## src/rtl/series_accumulator.sv

```systemverilog
// series_accumulator: sums a selectable integer series over k = 0..count, converts the result to
// BCD by sequential shift-add-3 and drives a 7-segment bank. Optional macro: LEADING_BLANK_EN.
module series_accumulator #(
    parameter int unsigned N_BITS   = 4,
    parameter int unsigned SUM_W    = 8,
    parameter int unsigned DIGITS   = 3,
    parameter int unsigned STEP_DIV = 1
) (
    input  logic                clk,
    input  logic                rst_a_p,
    input  logic                enable,
    input  logic [N_BITS-1:0]   count,
    input  logic [1:0]          mode,
    output logic [7*DIGITS-1:0] seg,
    output logic                busy,
    output logic                done,
    output logic                overflow
);

    localparam int unsigned SEG_W   = 7 * DIGITS;
    localparam int unsigned BCD_W   = 4 * DIGITS;
    localparam int unsigned K_W     = N_BITS + 1;
    localparam int unsigned TERM_W  = 2 * N_BITS + 1;
    localparam int unsigned ADD_W   = ((SUM_W > TERM_W) ? SUM_W : TERM_W) + 1;
    localparam int unsigned PRESC_W = (STEP_DIV > 1) ? $clog2(STEP_DIV) : 1;
    localparam int unsigned CNT_W   = $clog2(SUM_W);

    localparam logic [SUM_W-1:0] SAT      = {SUM_W{1'b1}};
    localparam logic [6:0]       SEG_ZERO = 7'b1111110;
`ifdef LEADING_BLANK_EN
    localparam logic [SEG_W-1:0] SEG_RESET = SEG_W'(SEG_ZERO);
`else
    localparam logic [SEG_W-1:0] SEG_RESET = {DIGITS{SEG_ZERO}};
`endif

    typedef enum logic [1:0] {StIdle, StSum, StConv, StPrint} state_e;

    state_e              state_q, state_d;
    logic [N_BITS-1:0]   count_q, count_d;
    logic [1:0]          mode_q, mode_d;
    logic [SUM_W-1:0]    acc_q, acc_d;
    logic [K_W-1:0]      k_q, k_d;
    logic [PRESC_W-1:0]  presc_q, presc_d;
    logic                ovf_int_q, ovf_int_d;
    logic [SUM_W-1:0]    bin_q, bin_d;
    logic [BCD_W-1:0]    bcd_q, bcd_d;
    logic [CNT_W-1:0]    bit_cnt_q, bit_cnt_d;
    logic [SEG_W-1:0]    seg_q, seg_d;
    logic                overflow_q, overflow_d;
    logic                busy_q, busy_d;
    logic                done_q, done_d;

    logic                      strobe;
    logic [N_BITS-1:0]         k_lo;
    logic [2*N_BITS-1:0]       sq;
    logic [ADD_W-1:0]          term;
    logic [ADD_W-1:0]          sum;
    logic                      sum_sat;
    logic [BCD_W-1:0]          bcd_adj;
    logic [BCD_W+SUM_W-1:0]    shifted;
    logic [BCD_W-1:0]          bcd_sh;
    logic [SUM_W-1:0]          bin_sh;
    logic [SEG_W-1:0]          seg_new;

    function automatic logic [6:0] seg7(input logic [3:0] d);
        case (d)
            4'd0:    seg7 = 7'b1111110;
            4'd1:    seg7 = 7'b0110000;
            4'd2:    seg7 = 7'b1101101;
            4'd3:    seg7 = 7'b1111001;
            4'd4:    seg7 = 7'b0110011;
            4'd5:    seg7 = 7'b1011011;
            4'd6:    seg7 = 7'b1011111;
            4'd7:    seg7 = 7'b1110000;
            4'd8:    seg7 = 7'b1111111;
            4'd9:    seg7 = 7'b1111011;
            default: seg7 = 7'b0000000;
        endcase
    endfunction

    assign strobe = (presc_q == PRESC_W'(STEP_DIV - 1));

    // Term generation; k never exceeds count while adding, so its low bits suffice for k*k.
    assign k_lo = k_q[N_BITS-1:0];
    assign sq   = {{N_BITS{1'b0}}, k_lo} * {{N_BITS{1'b0}}, k_lo};

    always_comb begin
        term = '0;
        case (mode_q)
            2'b00:   term = ADD_W'(k_q);
            2'b01:   term = ADD_W'(sq);
            2'b10:   term = ADD_W'({k_q, 1'b1});
            default: term = ADD_W'({k_q, 1'b0});
        endcase
    end

    assign sum     = ADD_W'(acc_q) + term;
    assign sum_sat = (sum > ADD_W'(SAT));

    // One shift-add-3 step: correct every BCD digit >= 5, then shift {bcd, bin} left by one.
    always_comb begin
        bcd_adj = bcd_q;
        for (int i = 0; i < int'(DIGITS); i++) begin
            if (bcd_q[4*i +: 4] >= 4'd5) begin
                bcd_adj[4*i +: 4] = bcd_q[4*i +: 4] + 4'd3;
            end
        end
    end

    assign shifted = {bcd_adj, bin_q} << 1;
    assign bcd_sh  = shifted[BCD_W+SUM_W-1:SUM_W];
    assign bin_sh  = shifted[SUM_W-1:0];

`ifdef LEADING_BLANK_EN
    logic lead;

    always_comb begin
        seg_new = '0;
        lead    = 1'b1;
        for (int i = int'(DIGITS) - 1; i >= 0; i--) begin
            if (lead && (i != 0) && (bcd_sh[4*i +: 4] == 4'd0)) begin
                seg_new[7*i +: 7] = 7'b0000000;
            end else begin
                lead              = 1'b0;
                seg_new[7*i +: 7] = seg7(bcd_sh[4*i +: 4]);
            end
        end
    end
`else
    always_comb begin
        seg_new = '0;
        for (int i = 0; i < int'(DIGITS); i++) begin
            seg_new[7*i +: 7] = seg7(bcd_sh[4*i +: 4]);
        end
    end
`endif

    always_comb begin
        state_d    = state_q;
        count_d    = count_q;
        mode_d     = mode_q;
        acc_d      = acc_q;
        k_d        = k_q;
        presc_d    = presc_q;
        ovf_int_d  = ovf_int_q;
        bin_d      = bin_q;
        bcd_d      = bcd_q;
        bit_cnt_d  = bit_cnt_q;
        seg_d      = seg_q;
        overflow_d = overflow_q;

        case (state_q)
            StIdle: begin
                if (enable) begin
                    state_d   = StSum;
                    count_d   = count;
                    mode_d    = mode;
                    acc_d     = '0;
                    k_d       = '0;
                    presc_d   = '0;
                    ovf_int_d = 1'b0;
                end
            end
            StSum: begin
                if (!enable) begin
                    state_d = StIdle;
                end else begin
                    presc_d = strobe ? '0 : presc_q + PRESC_W'(1);
                    if (strobe) begin
                        if (k_q <= {1'b0, count_q}) begin
                            acc_d = sum_sat ? SAT : sum[SUM_W-1:0];
                            k_d   = k_q + K_W'(1);
                            if (sum_sat) begin
                                ovf_int_d = 1'b1;
                            end
                        end else begin
                            state_d   = StConv;
                            bin_d     = acc_q;
                            bcd_d     = '0;
                            bit_cnt_d = '0;
                        end
                    end
                end
            end
            StConv: begin
                if (!enable) begin
                    state_d = StIdle;
                end else begin
                    bin_d     = bin_sh;
                    bcd_d     = bcd_sh;
                    bit_cnt_d = bit_cnt_q + CNT_W'(1);
                    if (bit_cnt_q == CNT_W'(SUM_W - 1)) begin
                        state_d    = StPrint;
                        seg_d      = seg_new;
                        overflow_d = ovf_int_q;
                    end
                end
            end
            default: begin
                if (!enable) begin
                    state_d = StIdle;
                end
            end
        endcase

        busy_d = (state_d == StSum) || (state_d == StConv);
        done_d = (state_d == StPrint);
    end

    always_ff @(posedge clk) begin
        if (rst_a_p) begin
            state_q    <= StIdle;
            count_q    <= '0;
            mode_q     <= '0;
            acc_q      <= '0;
            k_q        <= '0;
            presc_q    <= '0;
            ovf_int_q  <= 1'b0;
            bin_q      <= '0;
            bcd_q      <= '0;
            bit_cnt_q  <= '0;
            seg_q      <= SEG_RESET;
            overflow_q <= 1'b0;
            busy_q     <= 1'b0;
            done_q     <= 1'b0;
        end else begin
            state_q    <= state_d;
            count_q    <= count_d;
            mode_q     <= mode_d;
            acc_q      <= acc_d;
            k_q        <= k_d;
            presc_q    <= presc_d;
            ovf_int_q  <= ovf_int_d;
            bin_q      <= bin_d;
            bcd_q      <= bcd_d;
            bit_cnt_q  <= bit_cnt_d;
            seg_q      <= seg_d;
            overflow_q <= overflow_d;
            busy_q     <= busy_d;
            done_q     <= done_d;
        end
    end

    assign seg      = seg_q;
    assign busy     = busy_q;
    assign done     = done_q;
    assign overflow = overflow_q;

endmodule

```

## config.mk

```make
export PLATFORM = sky130hd
export DESIGN_NAME = series_accumulator
export DESIGN_NICKNAME = d
export VERILOG_FILES = /design/src/rtl/series_accumulator.sv
export SDC_FILE = /design/constraint.sdc
export NUM_CORES = 1
export LEC_CHECK = 0
export CORE_MARGIN = 5
export CORE_UTILIZATION = 50
export DETAILED_ROUTE_END_ITERATION = 12
export PLACE_DENSITY = 0.79
export SYNTH_ARGS = -nofsm -noshare
export SYNTH_HDL_FRONTEND = slang
export SYNTH_SLANG_ARGS = --single-unit
```

## constraint.sdc

```tcl
create_clock -name clk -period 5.49 [get_ports clk]
set_clock_uncertainty 0.15 [all_clocks]
set_input_delay 1.647 -clock clk [delete_from_list [all_inputs] [get_ports clk]]
set_output_delay 1.647 -clock clk [all_outputs]
set_load 0.02 [all_outputs]
```

==> impl_metrics.sql <==
INSERT INTO impl_metrics (metric_group, metric, value, unit) VALUES
('worst_setup_path', 'critPathCaptureType', 'flop', ''),
('clocking', 'cts_tree', 'yes', ''),
('grt', 'antenna_found_initial', '0', ''),
('timing', 'max_clock_freq', '284', 'MHz'),
('floorplan', 'core_area', '8680', 'um2'),
('floorplan', 'start_util', '51.1', '%'),
('logic_synthesis', 'synth_enable_flop_cells', '0', ''),
('drt', 'met2_length', '4.86', 'mm'),
('clocking', 'postCtsSetupBuffers', '0', ''),
('floorplan', 'die_area', '10900', 'um2'),
('power_and_ir_drop', 'intPower', '0.702', 'mW'),
('timing', 'final.setup.tns', '0', 'ps'),
('worst_setup_path', 'start_kind', 'input port', ''),
('logic_synthesis', 'ys_warn_count', '0', ''),
('clocking', 'cts_hold_buffers', '0', ''),
('drt', 'detailroute.wirelength.met3', '305', 'um'),
('timing', 'finalHoldViolations', '0', ''),
('clocking', 'cts_root_buffer', 'clkbuf_8', ''),
('worst_setup_path', 'cell_with_the_largest_stage_delay_on_the_worst_path', 'clkdlybuf4s50_1', ''),
('drt', 'via_count', '3736', ''),
('worst_setup_path', 'path_class', 'input port to flop', ''),
('logic_synthesis', 'yosysUniqueCellTypes', '77', ''),
('clocking', 'ctsLongestPathBuffers', '2', ''),
('grt', 'globalRouteOverflowTotal', '0', ''),
('clocking', 'cts.sink_count', '69', ''),
('place', 'detailed_place_hpwl', '7.24', 'mm'),
('place', 'io_buffers', '32', ''),
('worst_setup_path', 'timing.critical_path.slowest_cell_delay', '650', 'ps'),
('cells_and_area', 'antenna_cells_inserted', '0', ''),
('cells_and_area', 'area_growth_syn_to_layout', '11.6', '%'),
('timing', 'tightest_hold_margin', '322', 'ps'),
('drt', 'drt_pass1_iterations', '4', ''),
('power_and_ir_drop', 'vdd_ir_drop_max', '0.101', 'mV'),
('status', 'run_status', 'completed', ''),
('logic_synthesis', 'synth_fp_nets', '558', ''),
('logic_synthesis', 'ys_seq_elements', '69', ''),
('timing', 'final.min_clock_period', '3520', 'ps'),
('logic_synthesis', 'synth_top_cell_area_share', '31.1', '%'),
('job', 'maxCapViolations', '0', ''),
('drt', 'drt_iter0_drc', '179', ''),
('power_and_ir_drop', 'netSwitchingFraction', '26.4', '%'),
('place', 'place_congestion', '0.879', ''),
('clocking', 'cts_resized', '0', ''),
('timing', 'grt_setup_unrepaired', 'false', ''),
('timing', 'setup_viol', '0', ''),
('grt', 'grtUsageTotal', '18.0', '%'),
('hold_path', 'hp-class', 'flop to flop', ''),
('timing', 'max_slew_margin', '46.5', '%'),
('logic_synthesis', 'synth_area_per_cell', '8.75', 'um2'),
('logic_synthesis', 'top_ff_cell_synth', 'dfxtp_1', ''),
('drt', 'wl', '9.69', 'mm'),
('drt', 'route.detailed.drc', '0', ''),
('drt', 'detail_route.vias_per_cell', '5.85', ''),
('cells_and_area', 'fin_nets', '577', ''),
('logic_synthesis', 'syn-instance-count', '507', ''),
('worst_setup_path', 'critical_path_required_time', '5620', 'ps'),
('clocking', 'level_count_of_the_clock_h_tree', '3', ''),
('timing', 'post-route-period-util', '64.2', '%'),
('hold_path', 'worstHoldPathCells', '2', ''),
('floorplan', 'ios', '33', ''),
('logic_synthesis', 'synthDominantAreaCellType', 'dfxtp_1', ''),
('floorplan', 'rows', '34', ''),
('clocking', 'cts_inserted_buffers', '9', ''),
('power_and_ir_drop', 'power.density', '193', 'nW/um2'),
('logic_synthesis', 'ys_top_cells_by_area', 'dfxtp_1 (31%), ha_1 (12%), a21oi_1 (4.4%)', ''),
('cells_and_area', 'drive_above_1_share', '7.72', '%'),
('floorplan', 'dieHeight', '104', 'um'),
('grt', 'first_global_vias', '3740', ''),
('drt', 'detail-route-antenna-nets', '0', ''),
('power_and_ir_drop', 'power.net_switching', '0.251', 'mW'),
('grt', 'grt_first_pass_wirelength', '16.6', 'mm');
==> per-layer routing <==
metal	up-vias	global-route usage, %
met1	1750	21.0
met3	15	4.03
li1	1916	-
met5	-	0
met2	55	31.6
met4	0	6.94
==> synth_stat cells, drive strengths merged (5+ instances only) <==
library cell	count
and2	7
mux2i	15
nor3	10
nand2b	14
and3	5
a22o	20
or3	5
o211ai	6
a211oi	19
o21a	8
nor2b	12
a21oi	42
xnor2	9
inv	25
nor2	30
nand2	32
o21ai	37
buf	10
ha	41
a21o	5
clkbuf	15
a31oi	6
dfxtp	69
==> through the flow <==
stage | cell area (um2) | total power, mW | cells | setup WS, ps | util [%]
floorplan | 4440 | 0.587 | 507 | 2540 | -
detailed placement | 4780 | 0.607 | 623 | 1580 | 55.1
CTS | 4950 | 0.963 | 639 | 1960 | 57.0
global route | 4950 | 0.995 | 639 | 1770 | 57.0
finish | 4950 | 0.953 | 639 | 1970 | 57.0
global placement | 4780 | 0.604 | 623 | 1700 | 55.1
==> placed cells by master, fill, tap and decap left out, types with 14 or more instances in the layout <==
master	count
a22o_1	20
ha_1	41
nor2_1	28
mux2i_1	14
nand2_1	32
clkdlybuf4s50_1	32
a21oi_1	39
a211oi_1	16
inv_1	24
dfxtp_1	69
o21ai_0	31
==> path summary, 6_finish.rpt <==
check	start	endpoint	slack, ps
setup / recovery	enable	seg[6]$_SDFFE_PP1P_	1970
hold / removal	ovf_int_q$_SDFFE_PP0P_	overflow$_SDFFE_PP0P_	320
hold reg to reg	ovf_int_q$_SDFFE_PP0P_	overflow$_SDFFE_PP0P_	320
setup reg to reg	k_q[2]$_SDFFE_PP0P_	acc_q[5]$_SDFFE_PP0P_	2210
==> logic make-up (layout without fill, tap and decap cells) <==
family / count (synthesis) / after routing / share of synthesized area (%)
xor gates and xnor gates: 10 / 10 / 2.14
DFF: 69 / 69 / 31.1
adders and majority gates: 42 / 42 / 12.0
and+or+nand+nor: 135 / 135 / 16.5
buffers and inverters: 50 / 74 / 4.77
AOI/OAI and AO/OA: 182 / 182 / 29.0
muxes: 19 / 19 / 4.48
==> power groups by stage <==
stage          registers (mW)  clock network [mW]  logic (mW)
5_1_grt                 0.519               0.390      0.0870
3_5_place_dp            0.529                   0      0.0778
3_3_place_gp            0.529                   0      0.0751
2_1_floorplan           0.524                   0      0.0629
6_report                0.517               0.357      0.0782
4_1_cts                 0.517               0.367      0.0781
==> flip-flops by register name, indices dropped and copies added (netlist names) <==
register / cells
ovf_int_q: 1
bit_cnt_q: 3
count_q: 4
bin_q: 8
done: 1
busy: 1
bcd_q: 12
state_q: 2
seg: 21
mode_q: 2
acc_q: 8
k_q: 5
overflow: 1
==> area by class of cell <==
cell class	count	area, um2
Clock inverter	6	40.0
Inverter	25	93.8
Fill cell	814	3730
Multi-Input combinational cell	388	2840
Tap cell	108	135
Timing Repair Buffer	33	328
Sequential cell	69	1380
Clock buffer	10	128
==> critical path: cells and delay by family <==
family / cells / cell delay, ps
buffers and inverters: 1 / 650
AO/OA/AOI/OAI: 2 / 410
AND/OR/NAND/NOR: 3 / 940
Note: power is estimated with default switching activity, not from simulation.
